### src/rtl/dmem_arb_pkg.sv
// -----------------------------------------------------------------------------
// dmem_arb_pkg
//   Shared types and defaults for the data-memory port arbiter.
//   - arb_state_e : arbiter FSM states (IDLE -> ACCESS -> RESP -> IDLE)
//   - arb_owner_e : which requester currently owns the RAM port
//   - DEF_ADDR_W / DEF_DATA_W : default port widths
//   - WAIT_W : width of the wait-state counter (WAIT_CYCLES is 0..15)
// -----------------------------------------------------------------------------
package dmem_arb_pkg;

  typedef enum logic [1:0] {
    IDLE   = 2'd0,
    ACCESS = 2'd1,
    RESP   = 2'd2
  } arb_state_e;

  typedef enum logic {
    OWN_CPU = 1'b0,
    OWN_DMA = 1'b1
  } arb_owner_e;

  localparam int DEF_ADDR_W = 32;
  localparam int DEF_DATA_W = 32;
  localparam int WAIT_W     = 4;

endpackage

### src/rtl/dmem_arb_grant.sv
// -----------------------------------------------------------------------------
// dmem_arb_grant
//   Grant decision for the shared data-memory port. The CPU normally wins,
//   but a DMA requester that has been passed over STARVE_MAX times in a row
//   is forced through on the next arbitration.
//
// Ports
//   clk         in   clock, rising edge
//   rst         in   asynchronous active-high reset (clears starve counter)
//   cpu_req     in   CPU request level
//   dma_req     in   DMA/debug request level
//   sample_en   in   arbitration slot (arbiter is idle); counter only moves here
//   grant_valid out  a grant is issued this cycle
//   grant_dma   out  1 = DMA wins, 0 = CPU wins (meaningful with grant_valid)
// -----------------------------------------------------------------------------
module dmem_arb_grant #(
  parameter int STARVE_MAX = 4
) (
  input  logic clk,
  input  logic rst,
  input  logic cpu_req,
  input  logic dma_req,
  input  logic sample_en,
  output logic grant_valid,
  output logic grant_dma
);

  localparam int CNT_W = $clog2(STARVE_MAX + 1);
  localparam logic [CNT_W-1:0] CNT_MAX = CNT_W'(STARVE_MAX);

  logic [CNT_W-1:0] starve_q;
  logic [CNT_W-1:0] starve_d;
  logic             starved;

  assign starved     = (starve_q == CNT_MAX);
  assign grant_valid = sample_en & (cpu_req | dma_req);
  assign grant_dma   = sample_en & dma_req & (starved | ~cpu_req);

  // Counts consecutive CPU wins over a waiting DMA. Any slot in which DMA is
  // not waiting, or in which DMA wins, ends the run.
  always_comb begin
    starve_d = starve_q;
    if (sample_en) begin
      if (grant_dma | ~dma_req) begin
        starve_d = '0;
      end else if (!starved) begin
        starve_d = starve_q + 1'b1;
      end
    end
  end

  always_ff @(posedge clk or posedge rst) begin
    if (rst) begin
      starve_q <= '0;
    end else begin
      starve_q <= starve_d;
    end
  end

endmodule

### src/rtl/dmem_port_arbiter.sv
// -----------------------------------------------------------------------------
// dmem_port_arbiter
//   Shares one data-memory port between the pipeline MEM stage (CPU) and a
//   DMA/debug requester. Each access is IDLE (grant) -> ACCESS (1+WAIT_CYCLES
//   cycles) -> RESP (one-cycle ack) -> IDLE, so a new request can be issued
//   every WAIT_CYCLES+3 cycles. Requests are sampled only in IDLE; the
//   winner's we/addr/wdata are latched at grant and later requester activity
//   cannot disturb the access in flight.
//
// Ports
//   clk, rst                  clock (rising) / asynchronous active-high reset
//   cpu_req/we/addr/wdata     CPU request, held until cpu_ack
//   cpu_ack                   one-cycle completion pulse
//   cpu_rdata                 read data, valid with cpu_ack and held after
//   cpu_stall                 cpu_req & ~cpu_ack, to the hazard unit
//   dma_req/we/addr/wdata     DMA request, same protocol as CPU
//   dma_ack, dma_rdata        DMA completion / read data
//   ram_re                    read strobe, high every ACCESS cycle of a read
//   ram_we                    write strobe, single pulse on last ACCESS cycle
//   ram_addr, ram_wdata       latched byte address / write data
//   ram_rdata                 combinational RAM read data
//   busy                      arbiter not idle
// -----------------------------------------------------------------------------
module dmem_port_arbiter
  import dmem_arb_pkg::*;
#(
  parameter int ADDR_W      = DEF_ADDR_W,
  parameter int DATA_W      = DEF_DATA_W,
  parameter int WAIT_CYCLES = 1,
  parameter int STARVE_MAX  = 4
) (
  input  logic              clk,
  input  logic              rst,

  input  logic              cpu_req,
  input  logic              cpu_we,
  input  logic [ADDR_W-1:0] cpu_addr,
  input  logic [DATA_W-1:0] cpu_wdata,
  output logic              cpu_ack,
  output logic [DATA_W-1:0] cpu_rdata,
  output logic              cpu_stall,

  input  logic              dma_req,
  input  logic              dma_we,
  input  logic [ADDR_W-1:0] dma_addr,
  input  logic [DATA_W-1:0] dma_wdata,
  output logic              dma_ack,
  output logic [DATA_W-1:0] dma_rdata,

  output logic              ram_re,
  output logic              ram_we,
  output logic [ADDR_W-1:0] ram_addr,
  output logic [DATA_W-1:0] ram_wdata,
  input  logic [DATA_W-1:0] ram_rdata,

  output logic              busy
);

  localparam logic [WAIT_W-1:0] WAIT_INIT = WAIT_W'(WAIT_CYCLES);

  arb_state_e        state_q,     state_d;
  arb_owner_e        owner_q,     owner_d;
  logic              we_q,        we_d;
  logic [ADDR_W-1:0] addr_q,      addr_d;
  logic [DATA_W-1:0] wdata_q,     wdata_d;
  logic [WAIT_W-1:0] wait_q,      wait_d;
  logic [DATA_W-1:0] cpu_rdata_q, cpu_rdata_d;
  logic [DATA_W-1:0] dma_rdata_q, dma_rdata_d;

  logic grant_valid;
  logic grant_dma;
  logic in_access;
  logic last_access;

  dmem_arb_grant #(
    .STARVE_MAX (STARVE_MAX)
  ) u_grant (
    .clk         (clk),
    .rst         (rst),
    .cpu_req     (cpu_req),
    .dma_req     (dma_req),
    .sample_en   (state_q == IDLE),
    .grant_valid (grant_valid),
    .grant_dma   (grant_dma)
  );

  assign in_access   = (state_q == ACCESS);
  assign last_access = in_access & (wait_q == '0);

  always_comb begin
    state_d     = state_q;
    owner_d     = owner_q;
    we_d        = we_q;
    addr_d      = addr_q;
    wdata_d     = wdata_q;
    wait_d      = wait_q;
    cpu_rdata_d = cpu_rdata_q;
    dma_rdata_d = dma_rdata_q;

    case (state_q)
      IDLE: begin
        if (grant_valid) begin
          owner_d = grant_dma ? OWN_DMA : OWN_CPU;
          we_d    = grant_dma ? dma_we    : cpu_we;
          addr_d  = grant_dma ? dma_addr  : cpu_addr;
          wdata_d = grant_dma ? dma_wdata : cpu_wdata;
          wait_d  = WAIT_INIT;
          state_d = ACCESS;
        end
      end

      ACCESS: begin
        if (wait_q == '0) begin
          // RAM read data is combinational from ram_addr, so it is stable on
          // the final ACCESS cycle and captured at its closing edge.
          if (!we_q) begin
            if (owner_q == OWN_DMA) begin
              dma_rdata_d = ram_rdata;
            end else begin
              cpu_rdata_d = ram_rdata;
            end
          end
          state_d = RESP;
        end else begin
          wait_d = wait_q - 1'b1;
        end
      end

      RESP: begin
        state_d = IDLE;
      end

      default: begin
        state_d = IDLE;
      end
    endcase
  end

  always_ff @(posedge clk or posedge rst) begin
    if (rst) begin
      state_q     <= IDLE;
      owner_q     <= OWN_CPU;
      we_q        <= 1'b0;
      addr_q      <= '0;
      wdata_q     <= '0;
      wait_q      <= '0;
      cpu_rdata_q <= '0;
      dma_rdata_q <= '0;
    end else begin
      state_q     <= state_d;
      owner_q     <= owner_d;
      we_q        <= we_d;
      addr_q      <= addr_d;
      wdata_q     <= wdata_d;
      wait_q      <= wait_d;
      cpu_rdata_q <= cpu_rdata_d;
      dma_rdata_q <= dma_rdata_d;
    end
  end

  // Strobes decode from registered state only, so an asynchronous reset
  // drops ram_we immediately and a partially waited write never lands.
  assign ram_re    = in_access & ~we_q;
  assign ram_we    = last_access & we_q;
  assign ram_addr  = addr_q;
  assign ram_wdata = wdata_q;

  assign cpu_ack   = (state_q == RESP) & (owner_q == OWN_CPU);
  assign dma_ack   = (state_q == RESP) & (owner_q == OWN_DMA);
  assign cpu_rdata = cpu_rdata_q;
  assign dma_rdata = dma_rdata_q;
  assign cpu_stall = cpu_req & ~cpu_ack;
  assign busy      = (state_q != IDLE);

endmodule

### config.mk
export PLATFORM = sky130hd
export DESIGN_NAME = dmem_port_arbiter
export DESIGN_NICKNAME = d
export VERILOG_FILES = /design/src/rtl/dmem_arb_pkg.sv /design/src/rtl/dmem_arb_grant.sv /design/src/rtl/dmem_port_arbiter.sv
export SDC_FILE = /design/constraint.sdc
export NUM_CORES = 1
export LEC_CHECK = 0
export ABC_CLOCK_PERIOD_IN_PS = 4100
export CAP_MARGIN = 25
export CORE_MARGIN = 2
export CORE_UTILIZATION = 38
export DETAILED_ROUTE_END_ITERATION = 8
export GPL_ROUTABILITY_DRIVEN = 0
export PLACE_DENSITY = 0.82
export SLEW_MARGIN = 10
export SYNTH_ARGS = -nofsm -noshare
export SYNTH_HDL_FRONTEND = slang
export SYNTH_SLANG_ARGS = --single-unit
### constraint.sdc
create_clock -name clk -period 4.1 [get_ports clk]
set_input_delay 0.41 -clock clk [delete_from_list [all_inputs] [get_ports clk]]
set_output_delay 0.41 -clock clk [all_outputs]
set_load 0.01 [all_outputs]
* After elaboration in Yosys (flattened, before gate mapping) *
Cells that the tools add are included.

operators by class
  $add $sub $neg = 2
  eq/ne operators = 7
  mux-type cells = 12
  bitwise gates (word level) = 17
  reduce and logical (&&, ||, !) cells = 10

operator list
  cell                                                                     number
  32-bit 2-to-1 mux                                                        2
  1-bit AND                                                                9
  4-bit 2-to-1 mux                                                         2
  4-bit one-hot mux with 2 select lines                                    1
  4-bit AND reduction                                                      2
  3-bit 2-to-1 mux                                                         2
  2-bit inequality test, second input constant                             3
  2-bit AND reduction                                                      3
  1-bit NOT                                                                5
  4-bit logical NOT                                                        1
  2-bit 2-to-1 mux                                                         2
  2-bit one-hot mux with 2 select lines                                    1
  2-bit nonzero test                                                       2
  4-bit by 1-bit subtractor with 4-bit output, second input constant       1
  3-bit by 1-bit adder with 3-bit output, second input constant            1
  3-bit == test, second input constant                                     1
  1-bit OR                                                                 3
  3-bit AND reduction                                                      1
  2-bit by 1-bit == test with 1-bit output, second input constant          1
  2-bit == test, second input constant                                     1
  2-bit logical NOT                                                        1
  1-bit 2-to-1 mux                                                         2
  2-bit by 1-bit inequality test with 1-bit output, second input constant  1

storage, ports and cells
  flip-flop bits (word level) = 139
  bits of input ports = 166
  output and inout bits = 134
  word-level logic and storage cells = 57

* Logic depth before layout (Yosys ltp) *
  word-level depth = 6
  mapped depth = 7

* Cells and area by module *
A second synthesis with hierarchy kept.

unflattened totals
  cells, all modules = 487
  area total of the unflattened synthesis = 6117.1 um2

modules (own cells, without submodules)
  module             times used  cells each  area each (um2)  sequential area each (um2)
  dmem_port_arbiter  1           465         5921.9           3403.3
  dmem_arb_grant     1           22          195.2            75.1

* Worst setup path before layout *
OpenSTA, ideal clock, no wires.

  path type = register to register
  start = register wait_q[0]
  end = register cpu_rdata_q[0] (netlist: cpu_rdata[0])
  library setup time = 0.125 ns
  arrival time = 1.978 ns
  required time = 3.975 ns
  setup slack = 1.996 ns
  cell stages (with the launch flop) = 8
  path buffers = 2
  cells stage by stage = dfrtp_1 -> inv_1 -> ha_1 -> or3b_4 -> or4_4 -> buf_6 -> buf_12 -> mux2_4

on the way
  cells in the longest elaborated chain, start to end = 2

RTL lines
  item                                  RTL line                  source
  from (decl)                           dmem_port_arbiter.sv:66   logic [WAIT_W-1:0] wait_q, wait_d;
  from (signal assigned)                dmem_port_arbiter.sv:155  wait_q <= wait_d;
  4-bit logical NOT                     dmem_port_arbiter.sv:113  if (wait_q == '0) begin
  4-bit AND reduction (no source line)  n/a
  to (signal assigned)                  dmem_port_arbiter.sv:156  cpu_rdata_q <= cpu_rdata_d;
  to (decl)                             dmem_port_arbiter.sv:67   logic [DATA_W-1:0] cpu_rdata_q, cpu_rdata_d;

Every way passes these cells.
A chain may end at the register's enable or synchronous reset.

* Worst setup path after layout *
  start = register wait_q[0]
  end = output port ram_we

on the way
  cells in the longest elaborated chain, start to end = 3

RTL lines
  item               RTL line                  source
  4-bit logical NOT  dmem_port_arbiter.sv:88   assign last_access = in_access & (wait_q == '0);
  1-bit AND          dmem_port_arbiter.sv:88
  1-bit AND          dmem_port_arbiter.sv:164  assign ram_we = last_access & we_q;
  to (decl)          dmem_port_arbiter.sv:51   output logic ram_we,

Every way passes these cells.

==> results.sh <==
export IMPL_via_count=5798
export IMPL_hp_class="primary input to asynchronous set/reset pin"
export IMPL_switching_share_pct=33.62
export IMPL_cts_setup_buffers=0
export IMPL_tns_ns=0
export IMPL_drc=0
export IMPL_status="finished, final reports clean"
export IMPL_internal_power_mw=4.957
export IMPL_worst_pin_slew_ns=0.7970
export IMPL_antenna_found_initial=0
export IMPL_fin_crit_ns=2.637
export IMPL_clk_insertion_delay_late_ns=0.41
export IMPL_final_nets=1015
export IMPL_synth_warnings=0
export IMPL_viasPerCell=5.378
export IMPL_async_flop_share_pct=100.0
export IMPL_h_tree_depth=4
export IMPL_crit_slowest_cell="clkdlybuf4s50_1"
export IMPL_dr_pass1_iters=7
export IMPL_finalWirelength_mm=20.38
export IMPL_max_stage_delay_ns=0.56
export IMPL_setup_viol=0
export IMPL_finClkSkew_ns=0.01084
export IMPL_hold_buffers=0
export IMPL_grt_max_degree=70
export IMPL_io_pins=300
export IMPL_cts_path_max_buffers=2
export IMPL_fmax_mhz=379.3
export IMPL_cts_buffers_inserted=17
export IMPL_critPathLaunchType="flip-flop"
export IMPL_critical_path_class="flip-flop to output pin"
export IMPL_cts_root_buf="clkbuf_16"
export IMPL_pre_cts_ws_ns=1.755
export IMPL_synth_top_cell_area_share_pct=53.14
export IMPL_ir_drop_uv=385.1
export IMPL_clock_sinks=139
export IMPL_postCtsResizedCells=0
export IMPL_synthCells=570
export IMPL_p_sw_mw=2.510
export IMPL_synth_edff_count=0
export IMPL_wl_per_cell_um=18.91
export IMPL_powerDensity_mw_per_mm2=724.7
export IMPL_clkSlewWorstSetupHoldPaths_ns=0.06
export IMPL_placed_cell_area_mm2=0.009683
export IMPL_cp_required_ns=3.69
export IMPL_syn_avg_cell_area_um2=11.48
export IMPL_gr_total_overflow=0
export IMPL_syn_to_final_growth_pct=57.45
export IMPL_pwr_share_clk_pct=21.0
export IMPL_postRouteAntennaNets=0
export IMPL_power_leakage_nw=4.335
export IMPL_syn_area_mm2=0.006545
export IMPL_synth_nets=740
export IMPL_final_area_mm2=0.01030
export IMPL_combPwrFrac_pct=46.3
export IMPL_path_max_fanout=4
export IMPL_synth_area_leader_cell="dfrtp_1"
export IMPL_max_slew_margin_pct=46.74
export IMPL_die_w_um=135.2
export IMPL_die_area_mm2=0.01829
export IMPL_diodes=0
export IMPL_port_buffers=299
export IMPL_drv_slew=0
export IMPL_ys_types=34
export IMPL_finalHoldViolCount=0
export IMPL_ys_flop_type="dfrtp_1"
export IMPL_rsz0062_at_grt="false"
export IMPL_worst_setup_path_end_kind="output pin"
export IMPL_post_route_period_util_pct=64.31
export IMPL_dp_hpwl_mm=14.15
export IMPL_netlist_top_cells_area="dfrtp_1 53%, o2111ai_1 8.7%, o211ai_1 7.5%, mux2_4 6.9%, mux2_2 6.0%"
export IMPL_whs_ns=0.4584
export IMPL_dieHeight_um=135.2
export IMPL_ys_ff_latch=139
export IMPL_cp_cell_sequence="inv_1, ha_1, nor3b_1, and3_1, clkdlybuf4s50_1"
export IMPL_finalWorstSetupSlack_ns=1.463
export IMPL_cp_arrival_ns=2.23
export IMPL_cap_violations=0
export IMPL_grt_pass1_wl_mm=32.17
export IMPL_tritoncts="done"
export IMPL_p_seq_share_pct=32.7
export IMPL_drive_gt1_share_pct=14.22
export IMPL_first_iter_violations=272
export IMPL_track_usage_pct=22.51
export IMPL_synth_seq_area_share_pct=53.14
export IMPL_first_global_vias=6022
export IMPL_core_mm2=0.01670
export IMPL_rows=47
export IMPL_start_util_pct=39.19
==> cell usage after synthesis, drive strengths merged (2+ instances only) <==
cell type / instances
o211ai: 65
nor3b: 2
clkbuf: 50
mux2i: 2
inv: 72
nand2b: 2
o2111ai: 65
nand2: 3
o21ai: 70
buf: 6
ha: 4
nor2: 5
nor2b: 2
mux2: 65
nand3: 5
dfrtp: 139
==> area by class of cell <==
type / instances / area, µm²
clock inverters: 15 / 176.4
fillers: 1358 / 6396
clock buffers: 17 / 425.4
inverters: 72 / 274.0
flip-flops and latches: 139 / 3478
repair buffers: 312 / 3123
multi-input cells: 303 / 2552
well taps: 220 / 275.3
==> power groups by stage <==
stage | Combinational, mW | Sequential [mW] | Clock, mW
floorplan | 1.38 | 2.70 | 0
global placement | 3.41 | 2.43 | 0
detailed placement | 3.48 | 2.46 | 0
CTS | 3.49 | 2.45 | 1.61
global route | 3.71 | 2.52 | 1.68
finish | 3.46 | 2.44 | 1.57
==> critical path, delay by kind of cell, from the launching register on <==
| kind | cells | cell delay, ns |
|---|---|---|
| adders and majority gates | 1 | 0.17 |
| buffers and inverters | 2 | 0.66 |
| DFF | 1 | 0.42 |
| and+or+nand+nor | 2 | 0.56 |
==> path summary, 6_finish.rpt <==
kind                               start       endpoint  slack (ns)  depth (start not counted)
min                                  rst   ram_addr[10]        0.46                          3
max reg2reg                    wait_q[0]   cpu_rdata[7]        1.75                          5
min in group clk                 cpu_req    ram_addr[6]        0.46                          3
max                            wait_q[0]         ram_we        1.46                          5
max in group asynchronous            rst   ram_wdata[8]        3.13                          4
min reg2reg                dma_rdata[20]  dma_rdata[20]        0.51                          1
==> sequential cells by signal, summed over array words and instances (netlist names) <==
register and count:
wait_q 4, state_q 2, owner_q 1, ram_wdata 32, we_q 1, cpu_rdata 32, ram_addr 32, u_grant.starve_q 3
dma_rdata 32
==> layer usage <==
metal  GRT usage (%)  wire length (µm)  vias to the layer above
met5               0                 0                        -
met4           7.639               360                        0
met3           7.744              1890                       26
met2           38.24             10170                      255
met1           26.74              7959                     2844
li1                -                 -                     2673
==> cells by family (layout without fill, tap and decap cells) <==
| logic type | Yosys count | in the layout | share of synthesized area, % |
|---|---|---|---|
| AO/OA/AOI/OAI | 206 | 206 | 22.23 |
| adder cells (fa/ha/maj) | 4 | 4 | 0.7647 |
| buffers and inverters | 128 | 416 | 8.201 |
| flip-flops | 139 | 139 | 53.14 |
| multiplexers | 67 | 67 | 13.21 |
| AND/OR/NAND/NOR | 26 | 26 | 2.447 |
==> stage by stage <==
stage	total power, mW	cells	utilization [%]
after floorplan	4.075	570	-
after global placement	5.838	1045	57.98
after global routing	7.913	1078	61.70
after CTS	7.549	1077	61.58
final	7.468	1078	61.70
after detailed placement	5.943	1045	57.98
==> cells in the final DEF, fill, tap and decap left out, drive strengths merged, types with 2 or more instances in the layout <==
master,n
o2111ai,65
nand2,3
nor2b,2
inv,80
clkdlybuf4s50,298
o211ai,65
clkinvlp,3
mux2i,2
dfrtp,139
nand3,5
clkbuf,17
mux2,65
ha,4
clkinv,2
bufinv,2
nor2,5
o21ai,70
buf,14
nor3b,2
nand2b,2
Power figures use the tool's default switching activity.
